## src/rtl/click_pkg.sv

```systemverilog
// Shared types and sizing helpers for the push-button gesture decoder.
package click_pkg;

    // Per-channel gesture FSM states.
    typedef enum logic [2:0] {
        StIdle   = 3'd0,
        StPress1 = 3'd1,
        StHeld   = 3'd2,
        StWait   = 3'd3,
        StLock   = 3'd4
    } click_state_e;

    // Bits needed to count 0 .. max(a, b)-1, never less than one bit.
    function automatic int unsigned cnt_width(input int unsigned a, input int unsigned b);
        int unsigned m;
        m = (a > b) ? a : b;
        return (m < 2) ? 1 : $clog2(m);
    endfunction

endpackage

```

## src/rtl/click_channel.sv

```systemverilog
// One button channel: 2-flop synchroniser, debounce filter and gesture FSM.
module click_channel
    import click_pkg::*;
#(
    parameter int unsigned DEBOUNCE_CYCLES = 4,
    parameter int unsigned WAIT_CYCLES     = 16,
    parameter int unsigned LONG_CYCLES     = 32,
    parameter bit          LONG_EN         = 1'b1
) (
    input  logic clk,
    input  logic rst,
    input  logic button_i,
    input  logic enable_i,
    output logic level_o,
    output logic single_o,
    output logic double_o,
    output logic long_press_o
);

    localparam int unsigned DcntW = cnt_width(DEBOUNCE_CYCLES, 1);
    localparam int unsigned CntW  = cnt_width(WAIT_CYCLES, LONG_CYCLES);

    localparam logic [DcntW-1:0] DcntLast = DcntW'(DEBOUNCE_CYCLES - 1);
    localparam logic [CntW-1:0]  WaitLast = CntW'(WAIT_CYCLES - 1);
    localparam logic [CntW-1:0]  LongLast = CntW'(LONG_CYCLES - 1);

    logic             sync1_q, sync1_d;
    logic             sync2_q, sync2_d;
    logic             level_q, level_d;
    logic [DcntW-1:0] dcnt_q, dcnt_d;
    logic             rise, fall;

    click_state_e     state_q, state_d;
    logic [CntW-1:0]  cnt_q, cnt_d;
    logic             single_q, single_d;
    logic             double_q, double_d;
    logic             long_q, long_d;

    // Synchroniser shift and debounce: level flips after DEBOUNCE_CYCLES differing samples.
    always_comb begin
        sync1_d = button_i;
        sync2_d = sync1_q;
        level_d = level_q;
        dcnt_d  = '0;
        rise    = 1'b0;
        fall    = 1'b0;
        if (sync2_q != level_q) begin
            if (dcnt_q == DcntLast) begin
                // Strobes coincide with the edge that updates level, so the FSM reacts
                // in the same cycle the debounced level changes.
                level_d = sync2_q;
                rise    = sync2_q;
                fall    = ~sync2_q;
            end else begin
                dcnt_d = dcnt_q + 1'b1;
            end
        end
    end

    // Gesture FSM next state and registered pulse requests.
    always_comb begin
        state_d  = state_q;
        cnt_d    = cnt_q;
        single_d = 1'b0;
        double_d = 1'b0;
        long_d   = 1'b0;
        case (state_q)
            StIdle: begin
                cnt_d = '0;
                if (rise) begin
                    state_d = StPress1;
                end
            end
            StPress1: begin
                cnt_d = cnt_q + 1'b1;
                if (fall) begin
                    state_d = StWait;
                    cnt_d   = '0;
                end else if (LONG_EN && (cnt_q == LongLast)) begin
                    long_d  = 1'b1;
                    state_d = StHeld;
                    cnt_d   = '0;
                end
            end
            StHeld: begin
                cnt_d = '0;
                if (fall) begin
                    state_d = StIdle;
                end
            end
            StWait: begin
                cnt_d = cnt_q + 1'b1;
                // A second press beats a simultaneous timeout.
                if (rise) begin
                    double_d = 1'b1;
                    state_d  = StLock;
                    cnt_d    = '0;
                end else if (cnt_q == WaitLast) begin
                    single_d = 1'b1;
                    state_d  = StIdle;
                    cnt_d    = '0;
                end
            end
            StLock: begin
                cnt_d = '0;
                if (fall) begin
                    state_d = StIdle;
                end
            end
            default: begin
                state_d = StIdle;
                cnt_d   = '0;
            end
        endcase
        if (!enable_i) begin
            state_d  = StIdle;
            cnt_d    = '0;
            single_d = 1'b0;
            double_d = 1'b0;
            long_d   = 1'b0;
        end
    end

    // State registers with synchronous reset.
    always_ff @(posedge clk) begin
        if (rst) begin
            sync1_q  <= 1'b0;
            sync2_q  <= 1'b0;
            level_q  <= 1'b0;
            dcnt_q   <= '0;
            state_q  <= StIdle;
            cnt_q    <= '0;
            single_q <= 1'b0;
            double_q <= 1'b0;
            long_q   <= 1'b0;
        end else begin
            sync1_q  <= sync1_d;
            sync2_q  <= sync2_d;
            level_q  <= level_d;
            dcnt_q   <= dcnt_d;
            state_q  <= state_d;
            cnt_q    <= cnt_d;
            single_q <= single_d;
            double_q <= double_d;
            long_q   <= long_d;
        end
    end

    assign level_o      = level_q;
    assign single_o     = single_q;
    assign double_o     = double_q;
    assign long_press_o = long_q;

endmodule

```

## src/rtl/click_decoder.sv

```systemverilog
// Multi-channel push-button gesture decoder: one independent click_channel per button.
module click_decoder
    import click_pkg::*;
#(
    parameter int unsigned CHANNELS        = 4,
    parameter int unsigned DEBOUNCE_CYCLES = 4,
    parameter int unsigned WAIT_CYCLES     = 16,
    parameter int unsigned LONG_CYCLES     = 32,
    parameter bit          LONG_EN         = 1'b1
) (
    input  logic                clk,
    input  logic                rst,
    input  logic [CHANNELS-1:0] button,
    input  logic [CHANNELS-1:0] enable,
    output logic [CHANNELS-1:0] level,
    output logic [CHANNELS-1:0] single,
    output logic [CHANNELS-1:0] double,
    output logic [CHANNELS-1:0] long_press
);

    for (genvar g = 0; g < CHANNELS; g++) begin : g_chan
        click_channel #(
            .DEBOUNCE_CYCLES(DEBOUNCE_CYCLES),
            .WAIT_CYCLES    (WAIT_CYCLES),
            .LONG_CYCLES    (LONG_CYCLES),
            .LONG_EN        (LONG_EN)
        ) u_chan (
            .clk         (clk),
            .rst         (rst),
            .button_i    (button[g]),
            .enable_i    (enable[g]),
            .level_o     (level[g]),
            .single_o    (single[g]),
            .double_o    (double[g]),
            .long_press_o(long_press[g])
        );
    end

endmodule

```

## config.mk

```make
export PLATFORM = sky130hd
export DESIGN_NAME = click_decoder
export DESIGN_NICKNAME = d
export VERILOG_FILES = /design/src/rtl/click_pkg.sv /design/src/rtl/click_channel.sv /design/src/rtl/click_decoder.sv
export SDC_FILE = /design/constraint.sdc
export NUM_CORES = 1
export LEC_CHECK = 0
export CAP_MARGIN = 20
export CORE_ASPECT_RATIO = 0.5
export CORE_UTILIZATION = 39
export CTS_CLUSTER_DIAMETER = 150
export DETAILED_ROUTE_END_ITERATION = 12
export DONT_BUFFER_PORTS = 1
export PLACE_DENSITY_LB_ADDON = 0.2
export SYNTH_ARGS = -nofsm -noshare
export SYNTH_HDL_FRONTEND = slang
export SYNTH_SLANG_ARGS = --single-unit
```

## constraint.sdc

```tcl
create_clock -name clk -period 2 [get_ports clk]
set_input_delay 0.4 -clock clk [delete_from_list [all_inputs] [get_ports clk]]
set_output_delay 0.4 -clock clk [all_outputs]
set_load 0.02 [all_outputs]
```

Word-level counts from Yosys, hierarchy flattened
Index checks and enable logic that the tools add are counted.
- output and inout port bits: 16
- bits in registers: 64
- bits of input ports: 10
- word-level logic and storage cells: 224
- equal/unequal tests: 48
- add/sub/neg operators: 8
- bitwise logic cells: 20
- muxes and demuxes: 76
- reductions and logical operators: 36
- operators by type and width (operator ; number):
    $mux W5 ; 16
    $mux W3 ; 24
    $pmux W3 S4 ; 4
    $pmux W5 S2 ; 4
    $reduce_or A4 Y1 ; 8
    $mux W1 ; 28
    $eq A3 B2 Y1 const B ; 8
    $ne A3 B1 Y1 const B ; 8
    $reduce_or A3 Y1 ; 8
    $add A5 B1 Y5 const B ; 4
    $eq A5 B4 Y1 const B ; 4
    $eq A5 B5 Y1 const B ; 4
    $not A1 Y1 ; 20
    $ne A2 B1 Y1 const B ; 8
    $reduce_and A4 Y1 ; 4
    $reduce_or A2 Y1 ; 8
    $eq A3 B1 Y1 const B ; 4
    $eq A3 B3 Y1 const B ; 4
    $logic_not A3 Y1 ; 4
    $add A2 B1 Y2 const B ; 4
    $eq A2 B2 Y1 const B ; 4
    $reduce_and A2 Y1 ; 4
    $ne A1 B1 Y1 ; 4

Longest topological paths before layout
Gate-level depths: netlist of the first run.
- depth after elaboration: 5
- gate-level depth with buffers: 6
- gate-level depth less buffers: 6

Hierarchy
From an unflattened synthesis of the first run, not the netlist that was laid out.
- cells, all modules: 290
- area total of the unflattened synthesis: 2819.0 sq um
- by module, submodules not included (module ; seq. area each (sq um) ; area an instance (sq um) ; times used ; cells an instance):
    click_channel at g_chan[2].u_chan ... ; 320.3 ; 701.9 ; 2 ; 72
    click_channel at g_chan[0].u_chan ; 320.3 ; 721.9 ; 1 ; 74
    click_channel at g_chan[1].u_chan ; 320.3 ; 693.2 ; 1 ; 72

Worst setup path after synthesis of the first run
OpenSTA, ideal clock, no wires.
- path type: reg2reg
- start point: register g_chan[0].u_chan.dcnt_q[0]
- end point: register g_chan[0].u_chan.state_q[1]
- required time: 1.883 ns
- setup slack: 0.307 ns
- clock period less this slack: 1.693 ns
- stages on the path, launching flop included: 7
- setup time: 0.117 ns
- arrival: 1.576 ns
- path through: dfxtp_1 > ha_1 > and3b_1 > or3b_4 > mux2i_1 > o21ai_2 > a32o_1
- longest elaborated chain between the ends: 5
- elaborated cells on any way between the ends: 13
- ends and longest elaborated chain (item ; RTL line ; RTL):
    start, declared ; click_channel.sv:30 ; logic [DcntW-1:0] dcnt_q, dcnt_d;
    start signal, assigned ; click_channel.sv:140 ; dcnt_q <= dcnt_d;
    $eq A2 B2 Y1 (*) ; click_channel.sv:48 ; if (dcnt_q == DcntLast) begin
    $mux W1 ; click_channel.sv:48 ;
    $mux W1 ; click_channel.sv:47 ; if (sync2_q != level_q) begin
    $ne A3 B1 Y1 (no line), or another cell as far along ; - ;
    $reduce_and A4 Y1 (no line) or $pmux W3 S4 (tied branches) ; - ;
    end signal, assigned ; click_channel.sv:131 ; state_q <= StIdle;
    end signal, assigned ; click_channel.sv:141 ; state_q <= state_d;
    end, declared ; click_channel.sv:33 ; click_state_e state_q, state_d;
Every way passes the cells marked *; elsewhere a longest branch is shown, timed or not.
A chain may end at the register's enable or synchronous reset.

Final worst setup path of the first run
Ends and elaborated chain as after synthesis.

==> flow_metrics.env, run 1 <==
export IMPL_status="complete, no violations"
export IMPL_clock_skew_ns=0.00552
export IMPL_power_density_nw_per_um2=863
export IMPL_cts_path_max_buffers=2
export IMPL_placed_cells_incl_taps=382
export IMPL_cp_required_ns=2.21
export IMPL_yosys_area_share_adder=0.0522
export IMPL_synthTopCellsByArea="dfxtp_1, ha_1, nor2_1, buf_4, nor2b_1"
export IMPL_num_vias=1995
export IMPL_gp_congestion=0.773
export IMPL_fillerInstances=668
export IMPL_via_per_inst=5.05
export IMPL_die_y_microns=62.8
export IMPL_route_detailed_drc=0
export IMPL_synth_enable_flop_cells=0
export IMPL_critPathMaxFanout=8
export IMPL_dpl_hpwl_microns=3420
export IMPL_synth_top_family_by_area="simple AND/OR/NAND/NOR gates"
export IMPL_grt_start_max_net_pins=24
export IMPL_synth_xor_area_frac=0.0365
export IMPL_grt_overflow=0
export IMPL_dominantRegCellSynth="dfxtp_1"
export IMPL_endpoint_kind="flop"
export IMPL_ys_seq_area_frac=0.445
export IMPL_cts_setup_buffers=0
export IMPL_synthArstFlopShare=0
export IMPL_ys_warn_count=0
export IMPL_relSlewSlack=0.751
export IMPL_drt_iter0_markers=110
export IMPL_antenna_found_initial=0
export IMPL_maxSlewViolCount=0
export IMPL_cts_root_buf="clkbuf_16"
export IMPL_grt_usage=0.143
export IMPL_post_cts_resize_count=0
export IMPL_slowest_delay_ns=0.39
export IMPL_cp_top_family="simple AND/OR/NAND/NOR gates"
export IMPL_post_route_min_period_ns=1.81
export IMPL_clock_sinks=64
export IMPL_core_sq_um=6910
export IMPL_irDropWorstVdd_uv=468
export IMPL_worst_pin_slew_ns=0.372
export IMPL_leakage_uw=0.00123
export IMPL_drt_first_pass_iters=4
export IMPL_syn_num_nets=331
export IMPL_max_cap_viol_count=0
export IMPL_yosys_area_top_type="dfxtp_1"
export IMPL_die_x_microns=124
export IMPL_ys_ff_latch=64
export IMPL_wl_per_cell_microns=12.0
export IMPL_path_class="reg2reg"
export IMPL_clkTransAtPathRegs_ns=0.05
export IMPL_cp_cell_sequence="ha_1 > and3b_1 > or3b_4 > mux2i_1 > o21ai_2 > a32o_1"
export IMPL_crit_path_start_kind="flop"
export IMPL_postRouteAntennaNets=0
export IMPL_synthSimpleGateAreaFrac=0.289
export IMPL_cp_arrival_ns=2.02
export IMPL_syn2layout_area_growth_pct=8.61
export IMPL_ctsHoldBuffers=0
export IMPL_cts_buffers=9
export IMPL_synth_top_area_share=0.445
export IMPL_cts_max_level=3
export IMPL_synth_cell_area_sq_um=2880
export IMPL_port_buffers=0
export IMPL_hold_path_class="in2reg"
export IMPL_synthMuxAreaShare=0.0278
export IMPL_grt_pass1_vias=1897
export IMPL_final_nets=323
export IMPL_synthCells=309
export IMPL_dieArea_sq_um=7750
export IMPL_setup_viol=0
export IMPL_path_buf_inv=0
export IMPL_fin_setup_tns_ns=0
export IMPL_hold_violations=0
export IMPL_io_pins=26
export IMPL_start_util=0.417
export IMPL_max_freq_mhz=552
export IMPL_totalWireLength_microns=4760
export IMPL_insertedDiodeCount=0
export IMPL_crit_slowest_cell="or3b_4"
export IMPL_cts_tree="yes"
export IMPL_clk_latency_ns=0.32
export IMPL_grt_pass1_wl_microns=8490
export IMPL_final_cell_count_no_fill=395
export IMPL_fin_crit_sh=0.906
export IMPL_synth_compound_area_share=0.0791
export IMPL_rsz0062_at_grt="no"
export IMPL_avgSynthCellArea_sq_um=9.32
export IMPL_layout_drive_gt1_share=0.0957
export IMPL_row_count=21
export IMPL_ys_types=49
==> metrics by stage <==
| stage | area [sq um] | power [uW] | hold WS (ns) | utilization | setup slack (ns) |
|---|---|---|---|---|---|
| after floorplan | 2880 | 1350 | 0.397 | - | 0.307 |
| after global placement | 2870 | 1350 | 0.404 | 0.415 | 0.239 |
| after global routing | 3130 | 2830 | 0.126 | 0.452 | 0.0805 |
| final | 3130 | 2700 | 0.150 | 0.452 | 0.188 |
| after detailed placement | 2870 | 1350 | 0.413 | 0.415 | 0.196 |
| after CTS | 3130 | 2740 | 0.132 | 0.452 | 0.185 |
==> cells in the mapped netlist, drive strengths merged (7+ instances only) <==
cell type and instances:
o21ai 9, inv 12, mux2i 8, nor3 10, a21oi 7, dfxtp 64, nand3 12, nor2b 18
ha 12, and3b 7, nand2 17, nor2 39, xor2 7, buf 19
==> final cells by class <==
class                      instances  area, sq um  area share
multi-input combinational        210         1390       0.446
tap                               92          115      0.0368
sequential                        64         1280       0.410
clock inverter                     1         5.00     0.00160
inverter                          12         45.0      0.0144
timing repair buffer               4         30.0     0.00960
clock buffer                      12          256      0.0820
==> path summary, 6_finish.rpt <==
kind                                                 start                     endpoint  slack [ns]  depth (start not counted)
worst max-delay path            g_chan[0].u_chan.dcnt_q[0]  g_chan[0].u_chan.state_q[1]        0.19                          6
worst min-delay path                                   rst     g_chan[3].u_chan.sync2_q        0.15                          1
worst max register to register  g_chan[0].u_chan.dcnt_q[0]  g_chan[0].u_chan.state_q[1]        0.19                          6
worst min register to register  g_chan[0].u_chan.dcnt_q[0]   g_chan[0].u_chan.dcnt_q[0]        0.42                          1
==> power by group <==
group	internal [uW]	leakage [uW]	switching [uW]	total (uW)
registers	1290	0.000517	6.17	1290
clock network	880	0.000130	490	1370
logic	15.5	0.000582	18.1	33.6
==> kinds of logic (layout without fill, tap and decap cells) <==
kind of cell,after synthesis,in the layout
simple gates,144,144
flops,64,64
buf+inv,35,29
compound gates,34,34
fa+ha+maj,12,12
xor+xnor,12,12
mux,8,8
==> layout by cell type (no fill, tap or decap), drive strengths merged, types with 2 or more instances in the layout <==
master,count
dfxtp,64
or3,3
nand2b,6
o21ai,9
a211oi,3
nor2,39
clkbuf,12
buf,4
and3b,7
a31oi,2
nor2b,18
xor2,7
mux2i,8
and3,6
nand3,12
nor4,6
ha,12
a32oi,2
xnor2,5
nor3b,6
a21oi,7
nor3,10
inv,12
nand3b,6
o22ai,2
nand4,3
nand2,17
==> worst reg2reg max path: stages, from the launching register on <==
cell and delay [ns]:
dfxtp_1 0.31, ha_1 0.27, and3b_1 0.21, or3b_4 0.39, mux2i_1 0.19, o21ai_2 0.11, a32o_1 0.22
==> layer usage <==
| layer | part of all wire | up-vias | GRT usage | wire length (microns) |
|---|---|---|---|---|
| li1 | - | 1042 | - | - |
| met1 | 0.49 | 912 | 0.175 | 2350 |
| met2 | 0.43 | 33 | 0.215 | 2050 |
| met3 | 0.060 | 8 | 0.0684 | 287 |
| met4 | 0.015 | 0 | 0.0587 | 70 |
| met5 | 0 | - | 0 | 0 |
==> flip-flops by register name (all words and copies together), names as in the netlist <==
register / cells
g_chan.u_chan.long_press_o: 4
g_chan.u_chan.state_q: 12
g_chan.u_chan.level_o: 4
g_chan.u_chan.sync1_q: 4
g_chan.u_chan.sync2_q: 4
g_chan.u_chan.dcnt_q: 8
g_chan.u_chan.cnt_q: 20
g_chan.u_chan.double_o: 4
g_chan.u_chan.single_o: 4
No activity file was read; power rests on OpenSTA's default activity.
==> inputs of run 2 (changes only) <==
CORE_MARGIN = 2   (was default)
==> flow_metrics.env, run 2 (synthesis results as in run 1) <==
export IMPL_status="complete, no violations"
export IMPL_mostFrequentLayoutCell="dfxtp_1"
export IMPL_power_total_uw=2930
export IMPL_port_buffers=0
export IMPL_antenna_found_initial=0
export IMPL_pwr_share_clk=0.548
export IMPL_drt_iter0_markers=94
export IMPL_layout_drive_gt1_share=0.105
export IMPL_power_density_nw_per_um2=920
export IMPL_clock_skew_ns=0.00654
export IMPL_die_x_microns=126
export IMPL_dpl_hpwl_microns=3410
export IMPL_io_pins=26
export IMPL_hold_path_depth=1
export IMPL_regMostFlops="g_chan.u_chan.cnt_q"
export IMPL_postRouteAntennaNets=0
export IMPL_p_comb_frac=0.011
export IMPL_seqPwrFrac=0.441
export IMPL_grt_usage=0.129
export IMPL_preCtsSetupSlack_ns=0.188
export IMPL_syn2layout_area_growth_pct=10.8
export IMPL_r2r_end="g_chan[0].u_chan.state_q[1]"
export IMPL_insertedDiodeCount=0
export IMPL_relSlewSlack=0.727
export IMPL_slowest_delay_ns=0.39
export IMPL_worst_pin_slew_ns=0.408
export IMPL_cp_required_ns=2.21
export IMPL_cp_arrival_ns=2.02
export IMPL_swShare=0.182
export IMPL_grt_pass1_vias=1895
export IMPL_drt_first_pass_iters=4
export IMPL_hp_start="rst"
export IMPL_p_int_uw=2400
export IMPL_fillerInstances=690
export IMPL_hold_violations=0
export IMPL_cts_setup_buffers=0
export IMPL_grt_pass1_wl_microns=8270
export IMPL_row_count=22
export IMPL_crit_path_start_kind="flop"
export IMPL_rsz0062_at_grt="no"
export IMPL_cts_tree="yes"
export IMPL_totalWireLength_microns=4860
export IMPL_dieArea_sq_um=8130
export IMPL_cp_cell_sequence="ha_1 > and3b_1 > or3b_4 > mux2i_1 > o21ai_2 > a32o_1"
export IMPL_r2r_start="g_chan[0].u_chan.dcnt_q[0]"
export IMPL_irDropWorstVdd_uv=419
export IMPL_final_nets=323
export IMPL_fin_setup_tns_ns=0
export IMPL_via_per_inst=4.96
export IMPL_clock_sinks=64
export IMPL_gp_congestion=0.808
export IMPL_maxSlewViolCount=0
export IMPL_cts_max_level=3
export IMPL_route_detailed_drc=0
export IMPL_p_sw_uw=533
export IMPL_grt_start_max_net_pins=24
export IMPL_cts_root_buf="clkbuf_16"
export IMPL_fin_util=0.441
export IMPL_clk_latency_ns=0.32
export IMPL_fin_crit_sh=0.907
export IMPL_die_y_microns=64.8
export IMPL_largest_reg_flops=20
export IMPL_core_sq_um=7240
export IMPL_crit_slowest_cell="or3b_4"
export IMPL_cts_buffers=9
export IMPL_leakage_uw=0.00126
export IMPL_critPathMaxFanout=8
export IMPL_hold_end="g_chan[3].u_chan.level_o"
export IMPL_num_vias=1992
export IMPL_grt_overflow=0
export IMPL_max_cap_viol_count=0
export IMPL_start_util=0.398
export IMPL_final_cell_mix="dfxtp_1, nor2_1, nor2b_1, nand2_1"
export IMPL_hold_path_class="in2reg"
export IMPL_cts_path_max_buffers=2
export IMPL_ctsHoldBuffers=0
export IMPL_ff2ff_path_depth=6
export IMPL_setup_slack_ns=0.187
export IMPL_clkTransAtPathRegs_ns=0.05
export IMPL_reg2reg_slack_ns=0.19
export IMPL_post_cts_resize_count=0
export IMPL_post_route_min_period_ns=1.81
export IMPL_max_freq_mhz=552
export IMPL_path_class="reg2reg"
export IMPL_setup_viol=0
export IMPL_reg_largest_list="g_chan.u_chan.cnt_q: 20 flops, g_chan.u_chan.state_q: 12 flops, g_chan.u_chan.dcnt_q: 8 flops"
export IMPL_wl_per_cell_microns=12.1
export IMPL_endpoint_kind="flop"
-- run 2: changes by cell type in the layout (fill, tap and decap cells not counted), sizes merged --
| cell | change |
|---|---|
| bufinv | +1 |
| clkbuf | +2 |
-- run 2: area by class of cell --
class	instances	area, sq um	share of cell area
Clock inverter	2	35.0	0.0110
Inverter	12	45.0	0.0141
Multi-Input combinational cell	210	1390	0.437
Timing Repair Buffer	4	30.0	0.00942
Sequential cell	64	1280	0.402
Clock buffer	14	284	0.0891
Tap cell	96	120	0.0377
-- run 2: worst max-delay path, delay by kind of cell (launching register included) --
| family | cells | cell delay (ns) |
|---|---|---|
| adder cells (fa/ha/maj) | 1 | 0.27 |
| multiplexers | 1 | 0.18 |
| AO/OA/AOI/OAI | 2 | 0.33 |
| flip-flops | 1 | 0.31 |
| AND/OR/NAND/NOR | 2 | 0.60 |
-- run 2: power groups by stage --
stage                     combinational [uW]  clock, uW  sequential (uW)
after floorplan                         34.6          0             1320
after global placement                  32.7          0             1320
after detailed placement                33.9          0             1320
after CTS                               34.1       1650             1290
after global routing                    38.6       1720             1290
final                                   33.5       1610             1290
-- run 2: per-layer routing --
layer  GRT usage  up-vias  wire length (microns)
met4      0.0500        0                     45
met5           0        -                      0
met3      0.0586        6                    209
li1            -     1041                      -
met2       0.213       21                   2200
met1       0.148      924                   2400
-- run 2: how the worst max path moves through the flow --
stage / start / to / slack (ns) / cells past startpoint
floorplan: g_chan[0].u_chan.dcnt_q[0] / g_chan[0].u_chan.state_q[1] / 0.31 / 6
global placement: g_chan[0].u_chan.dcnt_q[0] / g_chan[0].u_chan.state_q[1] / 0.24 / 6
detailed placement: g_chan[0].u_chan.dcnt_q[0] / g_chan[0].u_chan.state_q[1] / 0.19 / 6
CTS: g_chan[0].u_chan.dcnt_q[0] / g_chan[0].u_chan.state_q[1] / 0.19 / 6
global route: g_chan[0].u_chan.dcnt_q[0] / g_chan[0].u_chan.state_q[1] / 0.06 / 6
finish: g_chan[0].u_chan.dcnt_q[0] / g_chan[0].u_chan.state_q[1] / 0.19 / 6
-- run 2: through the flow --
| step | cell area, sq um | cells | hold WS, ns |
|---|---|---|---|
| after CTS | 3190 | 402 | 0.132 |
| after global routing | 3190 | 402 | 0.133 |
| after floorplan | 2880 | 309 | 0.397 |
| final | 3190 | 402 | 0.150 |
| after global placement | 2870 | 386 | 0.406 |
| after detailed placement | 2870 | 386 | 0.414 |
==> inputs of run 3 (changes only) <==
GPL_ROUTABILITY_DRIVEN = 0   (was default)
==> results of run 3 <==
No change in the layout: final DEF, timing and power equal those of run 2.
